==> src/rtl/viterbi_pkg.sv <==
// Shared constants, FSM encoding and config decode helpers for the
// convolutional encoder that feeds viterbi_core.
package viterbi_pkg;

  localparam int MAX_M = 6;
  localparam int MAX_P = 6;

  localparam logic [3:0] SOFT_P7 = 4'b0111;
  localparam logic [3:0] SOFT_M7 = 4'b1001;

  typedef enum logic [2:0] {
    S_IDLE,
    S_RD,
    S_CAP,
    S_BIT,
    S_TAIL,
    S_DONE
  } enc_state_e;

  function automatic logic [2:0] decode_m(input logic [1:0] register_num);
    return 3'd6 - {1'b0, register_num};
  endfunction

  function automatic logic [2:0] decode_p(input logic [2:0] valid_polynomials);
    return (valid_polynomials > 3'd4) ? 3'd6 : valid_polynomials + 3'd2;
  endfunction

endpackage

==> src/rtl/conv_enc_parity.sv <==
// Combinational parity/softbit mapper: one 4-bit lane per active generator
// polynomial, unused lanes forced to zero.
module conv_enc_parity
  import viterbi_pkg::*;
(
  input  logic [MAX_M:0]          w,
  input  logic [2:0]              p_cnt,
  input  logic [MAX_P-1:0][7:0]   polys,
  output logic [4*MAX_P-1:0]      word
);

  always_comb begin
    word = '0;
    for (int j = 0; j < MAX_P; j++) begin
      if (3'(j) < p_cnt) begin
        word[4*j +: 4] = (^(polys[j] & {1'b0, w})) ? SOFT_M7 : SOFT_P7;
      end
    end
  end

endmodule

==> src/rtl/conv_encoder_core.sv <==
// Rate-1/n convolutional encoder: reads info bytes from a source SRAM and
// writes one mapped softbit word per trellis step into the decoder buffer.
module conv_encoder_core
  import viterbi_pkg::*;
#(
  parameter int SRC_ADDR_W = 12,
  parameter int DST_ADDR_W = 12
) (
  input  logic                  clk_i,
  input  logic                  rst_an_i,
  input  logic                  rst_sync_i,
  input  logic                  frame_start_i,
  input  logic [1:0]            register_num_i,
  input  logic [2:0]            valid_polynomials_i,
  input  logic                  tail_biting_en_i,
  input  logic [7:0]            polynomial1_i,
  input  logic [7:0]            polynomial2_i,
  input  logic [7:0]            polynomial3_i,
  input  logic [7:0]            polynomial4_i,
  input  logic [7:0]            polynomial5_i,
  input  logic [7:0]            polynomial6_i,
  input  logic [11:0]           infobit_length_i,
  input  logic [SRC_ADDR_W-1:0] src_start_addr_i,
  input  logic [DST_ADDR_W-1:0] dst_start_addr_i,
  output logic                  frame_done_o,
  output logic                  busy_o,
  output logic                  src_rd_o,
  output logic [SRC_ADDR_W-1:0] src_addr_o,
  input  logic [7:0]            src_rdata_i,
  output logic                  dst_wr_o,
  output logic [DST_ADDR_W-1:0] dst_addr_o,
  output logic [23:0]           dst_wdata_o,
  output enc_state_e            state_o
);

  typedef struct packed {
    logic [2:0]            m;
    logic [2:0]            p;
    logic                  tb;
    logic [MAX_P-1:0][7:0] polys;
    logic [11:0]           len;
    logic [SRC_ADDR_W-1:0] src_start;
  } cfg_t;

  typedef struct packed {
    logic [SRC_ADDR_W-1:0] src_addr;
    logic [DST_ADDR_W-1:0] dst_addr;
    logic [11:0]           bits_left;
    logic [2:0]            bit_idx;
    logic [7:0]            byte_val;
    logic [MAX_M-1:0]      sreg;
    logic [2:0]            tail_left;
    logic                  prime;
  } dp_t;

  enc_state_e state_q, state_d;
  cfg_t       cfg_q, cfg_d;
  dp_t        dp_q, dp_d;

  logic               cur_bit;
  logic [MAX_M:0]     cur_vec;
  logic [MAX_M:0]     w;
  logic [23:0]        par_word;

  // sreg[M-1] is the most recent past input; the current bit lands at w[M].
  always_comb begin
    cur_bit = (state_q == S_BIT) ? dp_q.byte_val[dp_q.bit_idx] : 1'b0;
    cur_vec = '0;
    cur_vec[cfg_q.m] = cur_bit;
    w = {1'b0, dp_q.sreg} | cur_vec;
  end

  conv_enc_parity u_parity (
    .w     (w),
    .p_cnt (cfg_q.p),
    .polys (cfg_q.polys),
    .word  (par_word)
  );

  always_ff @(posedge clk_i or negedge rst_an_i) begin
    if (!rst_an_i)       state_q <= S_IDLE;
    else if (rst_sync_i) state_q <= S_IDLE;
    else                 state_q <= state_d;
  end

  // L=0 detours through CAP so done lands one cycle later without a read.
  always_comb begin
    state_d = state_q;
    case (state_q)
      S_IDLE: if (frame_start_i) state_d = (infobit_length_i == '0) ? S_CAP : S_RD;
      S_RD:   state_d = S_CAP;
      S_CAP:  state_d = (dp_q.bits_left == '0) ? S_DONE : S_BIT;
      S_BIT: begin
        if (dp_q.bits_left == 12'd1) begin
          if (dp_q.prime)   state_d = S_RD;
          else if (cfg_q.tb) state_d = S_DONE;
          else              state_d = S_TAIL;
        end else if (dp_q.bit_idx == 3'd7) begin
          state_d = S_RD;
        end
      end
      S_TAIL: if (dp_q.tail_left == 3'd1) state_d = S_DONE;
      S_DONE: state_d = S_IDLE;
      default: state_d = S_IDLE;
    endcase
  end

  always_comb begin
    cfg_d = cfg_q;
    dp_d  = dp_q;
    case (state_q)
      S_IDLE: begin
        if (frame_start_i) begin
          cfg_d.m         = decode_m(register_num_i);
          cfg_d.p         = decode_p(valid_polynomials_i);
          cfg_d.tb        = tail_biting_en_i;
          cfg_d.polys     = {polynomial6_i, polynomial5_i, polynomial4_i,
                             polynomial3_i, polynomial2_i, polynomial1_i};
          cfg_d.len       = infobit_length_i;
          cfg_d.src_start = src_start_addr_i;
          dp_d            = '0;
          dp_d.src_addr   = src_start_addr_i;
          dp_d.dst_addr   = dst_start_addr_i;
          dp_d.bits_left  = infobit_length_i;
          dp_d.prime      = tail_biting_en_i;
        end
      end
      S_RD:  dp_d.src_addr = dp_q.src_addr + SRC_ADDR_W'(1);
      S_CAP: begin
        dp_d.byte_val = src_rdata_i;
        dp_d.bit_idx  = 3'd0;
      end
      S_BIT: begin
        dp_d.sreg      = w[MAX_M:1];
        dp_d.bit_idx   = dp_q.bit_idx + 3'd1;
        dp_d.bits_left = dp_q.bits_left - 12'd1;
        if (!dp_q.prime) dp_d.dst_addr = dp_q.dst_addr + DST_ADDR_W'(1);
        // Prime pass done: keep the register, rewind for the encode pass.
        if (dp_q.bits_left == 12'd1) begin
          if (dp_q.prime) begin
            dp_d.prime     = 1'b0;
            dp_d.bits_left = cfg_q.len;
            dp_d.src_addr  = cfg_q.src_start;
          end else if (!cfg_q.tb) begin
            dp_d.tail_left = cfg_q.m;
          end
        end
      end
      S_TAIL: begin
        dp_d.sreg      = w[MAX_M:1];
        dp_d.dst_addr  = dp_q.dst_addr + DST_ADDR_W'(1);
        dp_d.tail_left = dp_q.tail_left - 3'd1;
      end
      default: ;
    endcase
  end

  always_ff @(posedge clk_i or negedge rst_an_i) begin
    if (!rst_an_i) begin
      cfg_q <= '0;
      dp_q  <= '0;
    end else if (rst_sync_i) begin
      cfg_q <= '0;
      dp_q  <= '0;
    end else begin
      cfg_q <= cfg_d;
      dp_q  <= dp_d;
    end
  end

  // Source read: src_rd_o high for one cycle, src_rdata_i sampled in CAP.
  always_comb begin
    src_rd_o     = (state_q == S_RD);
    src_addr_o   = dp_q.src_addr;
    dst_wr_o     = ((state_q == S_BIT) && !dp_q.prime) || (state_q == S_TAIL);
    dst_addr_o   = dp_q.dst_addr;
    dst_wdata_o  = dst_wr_o ? par_word : 24'h0;
    frame_done_o = (state_q == S_DONE);
    busy_o       = (state_q == S_RD) || (state_q == S_CAP) ||
                   (state_q == S_BIT) || (state_q == S_TAIL);
    state_o      = state_q;
  end

endmodule

==> config.mk <==
export PLATFORM = sky130hd
export DESIGN_NAME = conv_encoder_core
export DESIGN_NICKNAME = d
export VERILOG_FILES = /design/src/rtl/viterbi_pkg.sv /design/src/rtl/conv_enc_parity.sv /design/src/rtl/conv_encoder_core.sv
export SDC_FILE = /design/constraint.sdc
export NUM_CORES = 1
export LEC_CHECK = 0
export CORE_MARGIN = 2
export CORE_UTILIZATION = 30
export DETAILED_ROUTE_END_ITERATION = 7
export DONT_BUFFER_PORTS = 1
export HOLD_SLACK_MARGIN = 0.02
export PLACE_DENSITY = 0.43
export REMOVE_ABC_BUFFERS = 1
export SLEW_MARGIN = 20
export SYNTH_ARGS = -nofsm -noshare
export SYNTH_HDL_FRONTEND = slang
export SYNTH_SLANG_ARGS = --single-unit
==> constraint.sdc <==
create_clock -name clk_i -period 8.2 [get_ports clk_i]
set_clock_uncertainty 0.2 [all_clocks]
set_input_delay 1.64 -clock clk_i [delete_from_list [all_inputs] [get_ports clk_i]]
set_output_delay 1.64 -clock clk_i [all_outputs]
set_load 0.005 [all_outputs]
==> results of run 1 <==
[final cells by class]
| cell class | instances | share of cell area [%] |
|---|---|---|
| multi-input combinational | 741 | 48.4 |
| sequential | 133 | 37.5 |
| clock buffer | 20 | 5.27 |
| tap | 341 | 4.81 |
| clock inverter | 11 | 2.24 |
| timing repair buffer | 14 | 1.19 |
| inverter | 13 | 0.551 |
[cells in the mapped netlist, drive strengths merged (11+ instances only)]
cell / number
xnor2: 22
a32oi: 12
nand2: 203
a21oi: 112
a2111oi: 12
and2: 23
clkbuf: 48
nor3b: 15
xor2: 13
nor2: 77
buf: 53
inv: 13
a311oi: 13
nor3: 11
a41oi: 12
o21ai: 56
a22o: 15
dfrtp: 133
[report_power, final]
| part | internal (W) | switching, W |
|---|---|---|
| registers | 0.000797 | 0.000166 |
| logic | 0.000297 | 0.000509 |
| clock network | 0.000564 | 0.000310 |
[cells by family after synthesis]
family                   after synthesis
AO/OA/AOI/OAI                        276
XOR/XNOR                              39
adder cells (fa/ha/maj)               10
buffers and inverters                115
flip-flops                           133
multiplexers                           9
AND/OR/NAND/NOR                      407
[tightest hold or removal path, cell delays in order, from the launching register on]
cell and delay, ns:
dfrtp_1 0.34, nand2_1 0.05, o21ai_0 0.06
[worst max path at each step]
stage / startpoint / endpoint / slack (ns) / cells after the start
floorplan: frame_start_i / dp_q[21]$_DFFE_PN0P_ / -0.12 / 3
global placement: dp_q[18]$_DFFE_PN0P_ / dst_wdata_o[5] / 3.23 / 7
detailed placement: dp_q[18]$_DFFE_PN0P_ / dst_wdata_o[5] / 3.23 / 7
CTS: dp_q[18]$_DFFE_PN0P_ / dst_wdata_o[5] / 2.78 / 7
global route: dp_q[18]$_DFFE_PN0P_ / dst_wdata_o[2] / 2.59 / 7
finish: dp_q[18]$_DFFE_PN0P_ / dst_wdata_o[14] / 2.77 / 7
[through the flow]
step | total power, W | area (sq um) | setup TNS [ns] | setup slack [ns] | std cells
global placement | 0.00179 | 8190 | 0 | 3.23 | 1242
CTS | 0.00269 | 8860 | 0 | 2.78 | 1273
global route | 0.00284 | 8860 | 0 | 2.59 | 1273
finish | 0.00264 | 8860 | 0 | 2.77 | 1273
detailed placement | 0.00180 | 8190 | 0 | 3.23 | 1242
floorplan | 0.00153 | 7650 | -1.53 | -0.118 | 887
[state kept, by name, indices dropped and copies added, names as in the netlist]
register and cells:
cfg_q 73, dp_q 33, src_addr_o 12, dst_addr_o 12
state_o 3
[layer usage]
metal | GRT usage (%) | wire, um
met5 | 0 | 0
met1 | 23.9 | 11700
met4 | 4.83 | 267
met3 | 3.54 | 1060
met2 | 26.2 | 10900
==> key figures, run 1 <==
Logic synthesis
  – Post-synthesis xor/xnor area fraction: 4.83%
  – Mean Syn Cell Area: around 8.3 sq um
  – Area of the mapped netlist: 8210 sq um
  – Yosys cell types: 64
  – Post-synth top area share: 40.5%
  – Sequential share of the synthesized area: 40.5%
  – Synth Area in Compound Gates: a little over a fifth
  – Synth Area in Simple Gates: between 20% and 30%
  – Synth top area cells: dfrtp_1 (41%), nand2_1 (9.3%), a21oi_1 (6.7%)
  – Synth area leader: dfrtp_1
  – FF+latch count, synth: between 100 and 150
  – Post-synth EDFFs: 0
  – Post-Synth Adder-Cell Area: 1.52%
  – Ys async rst share: 100%
  – Ys Warns: 0
  – Largest family of logic cells by synthesized area: simple AND/OR/NAND/NOR gates
  – Main flop type after synthesis: dfrtp_1
  – Mux share of post-synthesis cell area: about 1.2%
  – Syn Inst Count: slightly below 1000

Cells and area
  – Layout Nets: a little over 1000
  – FF/Latch Area: approximately 3300 sq um
  – Area of the multi-input gates: 4290 sq um
  – Most frequent cells in the layout: nand2_1 (203), dfrtp_1 (133), a21oi_1 (109), nor2_1 (77), o21ai_0 (55)
  – Core Util, Final: between 30% and 40%
  – Most common cell after layout, fill and taps aside: nand2_1
  – Area growth, synth to finish: 7.97%
  – Number of diodes: 0
  – FILL cells: roughly 2900
  – Share of layout cells above drive strength 1: about 6.8%

Worst setup path
  – CP Max Fanout: 28
  – Top cell family by delay on the critical path: compound AO/OA/AOI/OAI gates
  – Data required time at the worst endpoint: 6.36 ns
  – Reg-to-reg setup timing slack: approximately 5.0 ns
  – WP buf/inv: 0
  – Setup CP Type: flop to primary output
  – R2R Path End: dp_q[32]$_DFFE_PN0P_
  – CP max stage delay: ~0.83 ns
  – Worst Reg-to-Reg Cells: 6
  – Crit end category: primary output
  – Worst r2r src: dp_q[28]$_DFFE_PN0P_
  – Critical path arrival: between 3 and 4 ns
  – Max stage delay cell, worst path: o22a_1
  – CP Launch Type: flop
  – CP Cell Sequence: mux2_2, o22a_1, and4b_1, a31oi_1, a21o_1, xnor3_1, and2_1

Clock network
  – Post-CTS resize count: 0
  – CTS Buffer Depth: 2
  – CTS tree: yes
  – Clk_lat worst skew: 0.42 ns
  – CTS Sinks: 133
  – Hold Buf Count CTS: 0
  – Num CTS Buffers: 17
  – Post-CTS setup buffer count: 0
  – Clock H-tree levels: 4
  – Root Driver: clkbuf_16
  – Clk pin slew, worst setup/hold paths: approximately 0.060 ns

Floorplanning
  – # rows: 60
  – Core Area: 26900 sq um
  – Die Area: between 20000 and 30000 sq um
  – Die Wd: between 150 and 200 um
  – Die height: ~170 um
  – Initial Utilization: between 30% and 40%
  – Ports: 157

Hold path
  – Hold_sp: dp_q[9]$_DFFE_PN0P_
  – Class of the worst hold path: flop to flop
  – Hold endpoint: dp_q[9]$_DFFE_PN0P_
  – Hold path depth: 2

Power
  – Leakage: between 3 and 4 nW
  – Cell Pwr Density: about 300 nW/um^2
  – Max IR drop VDD: ~0.14 mV

Routing
  – Detailed Routing Iterations Pass 1: 5
  – Starting DRT DRC Count: 366
  – Via count: around 6800
  – Drt total wl: approximately 24000 um
  – WL per Instance: about 19 um
  – Residual DRC: 0
  – Vias per Instance: approximately 5.3
  – DRT antenna net count: 0

Timing
  – Hold Vio Cnt, Final: 0
  – Least-Margin Pin Slew: about 1.1 ns
  – WHS: between 0.2 and 0.3 ns
  – Fin crit period: 5.43 ns
  – RSZ-0062 raised after global routing: false
  – Final setup vio count: 0
  – Fin crit share: approximately 66%
  – Max-slew violations: 0
  – Slew HR: slightly below 30%
  – Max Fclk: roughly 180 MHz

Placed design
  – Hpwl dp: approximately 15000 um
  – Final GP Congestion: around 0.75
  – Port Buf Inserts: 0

GRT
  – Vias in the first global route: between 6000 and 7000
  – Overflow after GRT: 0
  – Largest net degree at the start of global routing: roughly 130
  – Global Route Usage Sum: between 10% and 20%
  – First-pass GRT wire length: 38600 um
  – Initial antenna violation count: 0

Status
  – Status: completed

Flow run
  – Max_cap viols: 0
Power figures use the tool's default switching activity.
==> run 2: changes to the inputs <==
--- a/config.mk
+++ b/config.mk
@@ -10,7 +10,7 @@
 export DETAILED_ROUTE_END_ITERATION = 7
 export DONT_BUFFER_PORTS = 1
 export HOLD_SLACK_MARGIN = 0.02
-export PLACE_DENSITY = 0.43
+export PLACE_DENSITY = 0.44
 export REMOVE_ABC_BUFFERS = 1
 export SLEW_MARGIN = 20
 export SYNTH_ARGS = -nofsm -noshare
==> constraint.sdc (replaced) <==
create_clock -name clk_i -period 4.8 [get_ports clk_i]
set_clock_uncertainty 0.2 [all_clocks]
set_input_delay 0.96 -clock clk_i [delete_from_list [all_inputs] [get_ports clk_i]]
set_output_delay 0.96 -clock clk_i [all_outputs]
set_load 0.005 [all_outputs]
==> key figures, run 2 (synthesized netlist as in run 1, its figures left out) <==
Cells and area
  – FF/Latch Area: roughly 3300 sq um
  – Area of the multi-input gates: 4290 sq um
  – Most frequent cells in the layout: nand2_1 (203), dfrtp_1 (133), a21oi_1 (109), nor2_1 (77), o21ai_0 (55)
  – Share of layout cells above drive strength 1: 7.64%
  – Layout Nets: about 1000
  – Post-route cell area: around 8900 sq um
  – Biggest register: cfg_q
  – Most common cell after layout, fill and taps aside: nand2_1
  – Top Registers: cfg_q (73), dp_q (33)
  – Max reg flops: between 70 and 80
  – Area growth, synth to finish: 8.66%
  – FILL cells: 2862
  – Number of diodes: 0

Power
  – Combinational share of power: 32.0%
  – Sw frac: a little under two fifths
  – Reg power frac: a little under two fifths
  – P_sw: 0.00168 W
  – Clock power frac: a little under a third
  – Max IR drop VDD: about 0.22 mV
  – Cell internal pwr: around 0.0028 W
  – Cell Pwr Density: roughly 500 nW/um^2
  – Leakage: ~3.7 nW

Timing
  – Fin crit share: roughly 93%
  – Max Fclk: about 220 MHz
  – Final WS setup: approximately 0.34 ns
  – Slew HR: around 37%
  – Hold Vio Cnt, Final: 0
  – WHS: around 0.042 ns
  – RSZ-0062 raised after global routing: false
  – Final setup vio count: 0
  – Max-slew violations: 0
  – Fin crit period: ~4.5 ns
  – Least-Margin Pin Slew: between 0.9 and 1 ns

Worst setup path
  – Data required time at the worst endpoint: 3.64 ns
  – Critical path arrival: roughly 3.3 ns
  – CP Launch Type: flop
  – CP Max Fanout: 28
  – Setup CP Type: flop to primary output
  – Crit end category: primary output

Placed design
  – Port Buf Inserts: 0
  – Hpwl dp: about 16000 um
  – Cell Area, Placed: between 8000 and 9000 sq um
  – Final GP Congestion: roughly 0.77
  – Dpl ws: about 0.52 ns

Floorplanning
  – Die height: 169 um
  – Die Wd: ~170 um
  – Die Area: ~29000 sq um
  – Ports: between 150 and 200
  – Core Area: between 20000 and 30000 sq um
  – # rows: 60
  – Initial Utilization: between 30% and 40%

Routing
  – Vias per Instance: approximately 5.3
  – Residual DRC: 0
  – Drt total wl: approximately 24000 um
  – Detailed Routing Iterations Pass 1: 5
  – Starting DRT DRC Count: about 420
  – Via count: ~6900
  – WL per Instance: about 19 um
  – DRT antenna net count: 0

Clock network
  – CTS Sinks: roughly 130
  – Num CTS Buffers: 17
  – Clk_lat worst skew: 0.42 ns
  – CTS tree: yes
  – Clock H-tree levels: 4
  – Clk pin slew, worst setup/hold paths: 0.06 ns
  – Root Driver: clkbuf_16
  – CTS Buffer Depth: 2

Status
  – Status: completed

GRT
  – Global Route met1 Usage: a little under a quarter
  – Routing usage on met3: under 10%
  – Initial antenna violation count: 0
  – Largest net degree at the start of global routing: roughly 110
  – Gr busiest metal: met2
  – Overflow after GRT: 0
  – Global Route Usage Sum: between 10% and 20%
  – First-pass GRT wire length: between 30000 and 40000 um
  – Vias in the first global route: a little under 7000
  – Grt met2 use: between 20% and 30%

Hold path
  – Class of the worst hold path: primary input to asynchronous set/reset pin

Flow run
  – Max_cap viols: 0
## run 2: worst paths after layout
| kind | startpoint | to | slack (ns) | cells after the start |
|---|---|---|---|---|
| worst max register to register | dp_q[28]$_DFFE_PN0P_ | dp_q[32]$_DFFE_PN0P_ | 1.60 | 6 |
| worst min-delay path | rst_an_i | dst_addr_o[0]$_DFFE_PN0P_ | 0.04 | 0 |
| worst max-delay path | dp_q[18]$_DFFE_PN0P_ | dst_wdata_o[21] | 0.34 | 7 |
| worst min register to register | dp_q[17]$_DFFE_PN0P_ | dp_q[17]$_DFFE_PN0P_ | 0.29 | 1 |
| min in group clk_i | dp_q[17]$_DFFE_PN0P_ | dp_q[17]$_DFFE_PN0P_ | 0.29 | 1 |
| max in group asynchronous | rst_an_i | cfg_q[0]$_DFFE_PN0P_ | 3.66 | 1 |
## run 2: what timing repair did
item                                    in CTS  in global routing
setup buffers                                0                  0
endpoints found under the hold margin       35                  2
hold buffers                                 2                  1
endpoints found under the setup margin       0                 17
resized for setup                            0                  3
## run 2: through the flow
stage | setup TNS, ns | std cells | power (W) | util (%)
after floorplan | -220.44 | 887 | 0.00262 | -
after global placement | 0 | 1251 | 0.00306 | 30.7
after detailed placement | 0 | 1251 | 0.00308 | 30.7
after CTS | 0 | 1282 | 0.00450 | 33.1
after global routing | 0 | 1283 | 0.00475 | 33.2
final | 0 | 1283 | 0.00444 | 33.2
## run 2: worst max-delay path, cell delays in order (launching register included)
cell	delay (ns)
dfrtp_1	0.51
mux2_1	0.39
or2_2	0.54
a32oi_1	0.29
xor2_1	0.32
xnor2_1	0.18
xnor3_1	0.44
nor2_1	0.21
## run 2: area by class of cell
cell class,instances,share of cell area (%)
timing repair buffer,26,2.50
tap,341,4.78
inverter,13,0.547
clock buffer,19,4.97
clock inverter,10,1.77
sequential,133,37.3
multi-input combinational,741,48.1
## run 2: power groups by stage
stage | combinational (W) | clock, W | sequential, W
floorplan | 0.00102 | 0 | 0.00160
global placement | 0.00141 | 0 | 0.00166
detailed placement | 0.00142 | 0 | 0.00166
CTS | 0.00144 | 0.00142 | 0.00164
global route | 0.00162 | 0.00145 | 0.00168
finish | 0.00142 | 0.00138 | 0.00164
## run 2: per-layer routing
metal / part of all wire [%] / routed length [um]
met3: 4.9 / 1190
met5: 0 / 0
met4: 1.0 / 249
met1: 49 / 11700
met2: 45 / 10900
==> run 3: changes to the inputs <==
--- a/config.mk
+++ b/config.mk
@@ -5,6 +5,7 @@
 export SDC_FILE = /design/constraint.sdc
 export NUM_CORES = 1
 export LEC_CHECK = 0
+export CAP_MARGIN = 20
 export CORE_MARGIN = 2
 export CORE_UTILIZATION = 30
 export DETAILED_ROUTE_END_ITERATION = 7
==> results of run 3 <==
Final layout, timing and power as in run 2 (identical DEF).
